[src/rtl/io_input_feeder.sv]
// io_input_feeder
//   Buffers words offered by an external device in a small circular FIFO and
//   hands them one at a time to the Memory Input port using a
//   present / acknowledge / clear handshake.
//
// Ports
//   Clk, RstN      clock (rising edge) and asynchronous active-low reset
//   DevData        word offered by the device
//   DevValid       device offers DevData this cycle
//   DevReady       FIFO can accept a word (combinational, from registered Count)
//   Input          registered word presented to Memory
//   InputRecv      Memory reports that the CPU has read the presented word
//   InputRst       registered one-cycle pulse clearing InputRecv in Memory
//   Pending        a word is presented on Input and not yet consumed
//   Count          words held in the FIFO, excluding the presented word
//   Overflow       sticky: a word was offered while DevReady was low
//   ClrOvf         synchronous clear of Overflow
module io_input_feeder #(
  parameter int unsigned WIDTH = 16,
  parameter int unsigned DEPTH = 4
) (
  input  logic                         Clk,
  input  logic                         RstN,
  input  logic [WIDTH-1:0]             DevData,
  input  logic                         DevValid,
  output logic                         DevReady,
  output logic [WIDTH-1:0]             Input,
  input  logic                         InputRecv,
  output logic                         InputRst,
  output logic                         Pending,
  output logic [$clog2(DEPTH+1)-1:0]   Count,
  output logic                         Overflow,
  input  logic                         ClrOvf
);

  localparam int unsigned PW = (DEPTH > 1) ? $clog2(DEPTH) : 1;
  localparam int unsigned CW = $clog2(DEPTH + 1);

  localparam logic [1:0] S_IDLE     = 2'd0;
  localparam logic [1:0] S_PRESENT  = 2'd1;
  localparam logic [1:0] S_ACK      = 2'd2;
  localparam logic [1:0] S_WAIT_CLR = 2'd3;

  logic [1:0]       state_q, state_d;
  logic [WIDTH-1:0] input_q, input_d;
  logic             pending_q, pending_d;
  logic             input_rst_q, input_rst_d;
  logic [CW-1:0]    count_q, count_d;
  logic             ovf_q, ovf_d;
  logic [PW-1:0]    head_q, head_d;
  logic [PW-1:0]    tail_q, tail_d;
  logic [WIDTH-1:0] mem_q [DEPTH];

  logic dev_ready;
  logic push;
  logic pop;

  // DevReady comes from the registered count only, so a pop on the same edge
  // never opens a slot for a push while full.
  assign dev_ready = (count_q != CW'(DEPTH));
  assign push      = DevValid && dev_ready;
  assign pop       = (state_q == S_IDLE) && (count_q != '0);

  // Storage; a push never targets the head slot being popped because the
  // FIFO is not full whenever a push is accepted.
  always_ff @(posedge Clk) begin
    if (push) begin
      mem_q[tail_q] <= DevData;
    end
  end

  always_comb begin
    head_d = head_q;
    tail_d = tail_q;
    if (pop) begin
      head_d = head_q + PW'(1);
    end
    if (push) begin
      tail_d = tail_q + PW'(1);
    end
  end

  always_comb begin
    count_d = count_q;
    case ({push, pop})
      2'b10:   count_d = count_q + CW'(1);
      2'b01:   count_d = count_q - CW'(1);
      default: count_d = count_q;
    endcase
  end

  // A fresh overflow wins over a simultaneous clear.
  always_comb begin
    ovf_d = ovf_q;
    if (ClrOvf) begin
      ovf_d = 1'b0;
    end
    if (DevValid && !dev_ready) begin
      ovf_d = 1'b1;
    end
  end

  always_comb begin
    state_d     = state_q;
    input_d     = input_q;
    pending_d   = pending_q;
    input_rst_d = 1'b0;
    case (state_q)
      S_IDLE: begin
        if (pop) begin
          input_d   = mem_q[head_q];
          pending_d = 1'b1;
          state_d   = S_PRESENT;
        end
      end
      S_PRESENT: begin
        if (InputRecv) begin
          pending_d   = 1'b0;
          input_rst_d = 1'b1;
          state_d     = S_ACK;
        end
      end
      S_ACK: begin
        state_d = S_WAIT_CLR;
      end
      S_WAIT_CLR: begin
        if (!InputRecv) begin
          state_d = S_IDLE;
        end
      end
      default: begin
        state_d   = S_IDLE;
        pending_d = 1'b0;
      end
    endcase
  end

  always_ff @(posedge Clk or negedge RstN) begin
    if (!RstN) begin
      state_q     <= S_IDLE;
      input_q     <= '0;
      pending_q   <= 1'b0;
      input_rst_q <= 1'b0;
      count_q     <= '0;
      ovf_q       <= 1'b0;
      head_q      <= '0;
      tail_q      <= '0;
    end else begin
      state_q     <= state_d;
      input_q     <= input_d;
      pending_q   <= pending_d;
      input_rst_q <= input_rst_d;
      count_q     <= count_d;
      ovf_q       <= ovf_d;
      head_q      <= head_d;
      tail_q      <= tail_d;
    end
  end

  assign DevReady = dev_ready;
  assign Input    = input_q;
  assign InputRst = input_rst_q;
  assign Pending  = pending_q;
  assign Count    = count_q;
  assign Overflow = ovf_q;

endmodule

[config.mk]
export PLATFORM = sky130hd
export DESIGN_NAME = io_input_feeder
export DESIGN_NICKNAME = d
export VERILOG_FILES = /design/src/rtl/io_input_feeder.sv
export SDC_FILE = /design/constraint.sdc
export NUM_CORES = 1
export LEC_CHECK = 0
export CAP_MARGIN = 10
export CORE_ASPECT_RATIO = 1.1
export CORE_MARGIN = 4
export CORE_UTILIZATION = 50
export CTS_CLUSTER_SIZE = 10
export DETAILED_ROUTE_END_ITERATION = 6
export HOLD_SLACK_MARGIN = 0.03
export PLACE_DENSITY = 0.76
export SYNTH_ARGS = -nofsm -noshare
export SYNTH_HDL_FRONTEND = slang
export SYNTH_SLANG_ARGS = --single-unit
[constraint.sdc]
create_clock -name Clk -period 2.5 [get_ports Clk]
set_clock_uncertainty 0.15 [all_clocks]
set_input_delay 0.375 -clock Clk [delete_from_list [all_inputs] [get_ports Clk]]
set_output_delay 0.375 -clock Clk [all_outputs]
set_load 0.005 [all_outputs]
==> impl_metrics.ini <==
[timing]
fmax_mhz = 445.8
finalMaxSlewViolations = 0
setup_viol = 0
rsz0062_at_grt = false
hold-worst-slack_ns = 0.2661
slew_headroom = 0.7047
setup_tns_ns = 0
tightest_slew_ns = 0.4429
hold_viol_final = 0
fin_crit_sh = 0.8972
min_period_ns = 2.243

[yosys]
ys_ff_latch = 92
synthSimpleGateAreaFrac = 0.01875
async_flop_share = 0.3043
yosysMostFrequentCell = edfxtp_1
synth_compound_area_frac = 0.008521
yosys.area_share.adder = 0.03954
muxShareOfSynthArea = 0.1779
syn-cell-area_um2 = 3671
synthesis.nets = 213
synthFlopType = edfxtp_1
synth.area.top_cells = edfxtp_1 (52%), dfrtp_1 (19%), mux4_1 (5.7%), mux4_2 (4.9%), ha_1 (3.4%)
synth_largest_area_cell = edfxtp_1
synth_top_cell_area_share = 0.5235
yosysUniqueCellTypes = 27
netlist_instances = 181
yosysSeqAreaShare = 0.7144
synthTopCellsByCount = edfxtp_1 (64), dfrtp_1 (28), inv_1 (12), ha_1 (10), mux2_2 (10)
synth_top_family_by_area = multiplexers
synth_edf_count = 64
synth_area_per_cell_um2 = 20.28
synthXorXnorAreaFrac = 0.01431
yosysWarnings = 0

[finish]
stdcell_count = 331
utilization = 0.6269
n_antenna_cell = 0
syn2layout_area_growth_pct = 21.03
drive_gt1_frac = 0.2154
fin_nets = 274

[setup_path]
reg2reg_depth = 9
timing.rr.start = state_q[0]$_DFFE_PN0P_
cp-endpoint = DevReady
critPathArrivalTime_ns = 1.72
critPathLaunchType = flip-flop
worstSetupStartpoint = Count[0]$_DFFE_PN0P_
timing.rr.end = Count[2]$_DFFE_PN0P_
crit_path_end_kind = output port
reg2reg_slack_ns = 0.33
path_max_fanout = 6
worstPathRequired_ns = 1.98
worstSetupPathType = flip-flop to output port

[die]
io_pins = 44
die_h_um = 97.87
rows = 32
core-area_um2 = 7087
die_area_um2 = 8779
chipWidth_um = 89.70
start_util = 0.5180

[status]
status = finished, final reports clean

[clock_network]
cts_tree = yes
htree_num_levels = 3
cts_buffers = 9
cts_setup_buffers = 0
cts_root_buf = clkbuf_8
cts.sinks = 92
cts_max_path_buffers = 2
cts_resized = 0
clk_pin_slew_ns = 0.09
insertion_delay_ns = 0.34
cts_hold_buf = 0

[pwr]
ir_worst_vdd_mv = 0.4885
p_seq_frac = 0.448
swShare = 0.2837
combPwrFrac = 0.367
fin_total_pwr_mw = 5.178
p_int_mw = 3.709
p_clk_frac = 0.184
p_leak_nw = 1.685
power_switching_mw = 1.469
power_density_nw_per_um2 = 1165

[routing]
drt_iter0_drc = 36
wire_per_inst_um = 18.00
wl_mm = 5.957
antenna_left = 0
dr_total_vias = 1754
drc = 0
drt_pre_antenna_iters = 3
routed_via_density = 5.299

[global_routing]
antenna_found_initial = 0
grt_pass1_wl_mm = 9.397
track_usage = 0.1421
grt_start_max_net_pins = 29
overflow = 0
grt_pass1_vias = 1816

[flow_run]
cap_violations = 0

[placement]
dp.cells = 316
portBuffers = 43
hpwlAfterDp_mm = 3.920
place_congestion = 0.7537

[min_path]
hold_path.class = input pin to asynchronous set/reset pin
-- placed cells by master (no fill, tap or decap), types with 2 or more instances in the layout --
cell type        instances
edfxtp_1                64
clkdlybuf4s50_1         43
dfrtp_1                 28
buf_4                   13
inv_1                   12
mux2_2                  10
ha_1                    10
clkbuf_8                 9
mux4_2                   8
mux2_4                   8
mux4_1                   8
and2_1                   4
nand2_1                  3
xor2_1                   3
xnor2_1                  3
mux2i_1                  3
nor2b_1                  2
nor2_1                   2
clkinvlp_4               2
inv_6                    2
-- routing by layer --
metal | wire length (um) | global-route usage | vias to the layer above
met5 | 0 | 0 | -
met4 | 89 | 0.06368 | 0
met3 | 171 | 0.02619 | 7
met2 | 3042 | 0.2390 | 33
met1 | 2654 | 0.1817 | 897
li1 | - | - | 817
-- critical path, cell delays in order (launching register included) --
cell and delay (ns):
dfrtp_1 0.46, nor3b_1 0.29, buf_4 0.17, inv_1 0.04
clkdlybuf4s50_1 0.43
-- sequential cells by signal (all words and copies together) (netlist names) --
signal and flops:
head_q 2, Pending 1, Count 3, state_q 2, tail_q 2, Input 16, Overflow 1, InputRst 1
mem_q 64
-- stage by stage --
stage,instance area [um2],worst slack [ns]
finish,4443,0.2570
CTS,4443,0.2130
floorplan,3671,0.07246
global placement,4253,0.2970
detailed placement,4253,0.2321
global route,4443,0.1482
-- worst min-delay path by stage --
stage / to / slack [ns] / depth (start not counted)
floorplan: Count[0]$_DFFE_PN0P_ / -0.07 / 0
global placement: Input[12]$_DFFE_PN0P_ / 0.34 / 1
detailed placement: Input[0]$_DFFE_PN0P_ / 0.35 / 1
CTS: Input[1]$_DFFE_PN0P_ / 0.26 / 2
global route: Input[5]$_DFFE_PN0P_ / 0.28 / 2
finish: Input[1]$_DFFE_PN0P_ / 0.27 / 2
-- power groups by stage --
stage          Sequential [mW]  Combinational, mW  Clock, mW
6_report                  2.32               1.90      0.953
5_1_grt                   2.37               2.07       1.05
4_1_cts                   2.33               1.95      0.990
3_5_place_dp              2.36               1.94          0
3_3_place_gp              2.33               1.89          0
2_1_floorplan             2.31               1.24          0
-- area by class of cell --
cell class              instances  area (um2)
well taps                      85       106.4
repair buffers                 56       528.0
multi-input cells              71       950.9
fillers                       516        2644
inverters                      12       45.04
clock buffers                  10       127.6
clock inverters                 5       62.56
flip-flops and latches         92        2623
-- kinds of logic after synthesis --
| group | Yosys count |
|---|---|
| muxes | 37 |
| adders and majority gates | 11 |
| AOI/OAI and AO/OA | 4 |
| DFF | 92 |
| buffers and inverters | 18 |
| xor gates and xnor gates | 6 |
| and+or+nand+nor | 13 |
Power figures use the tool's default switching activity.
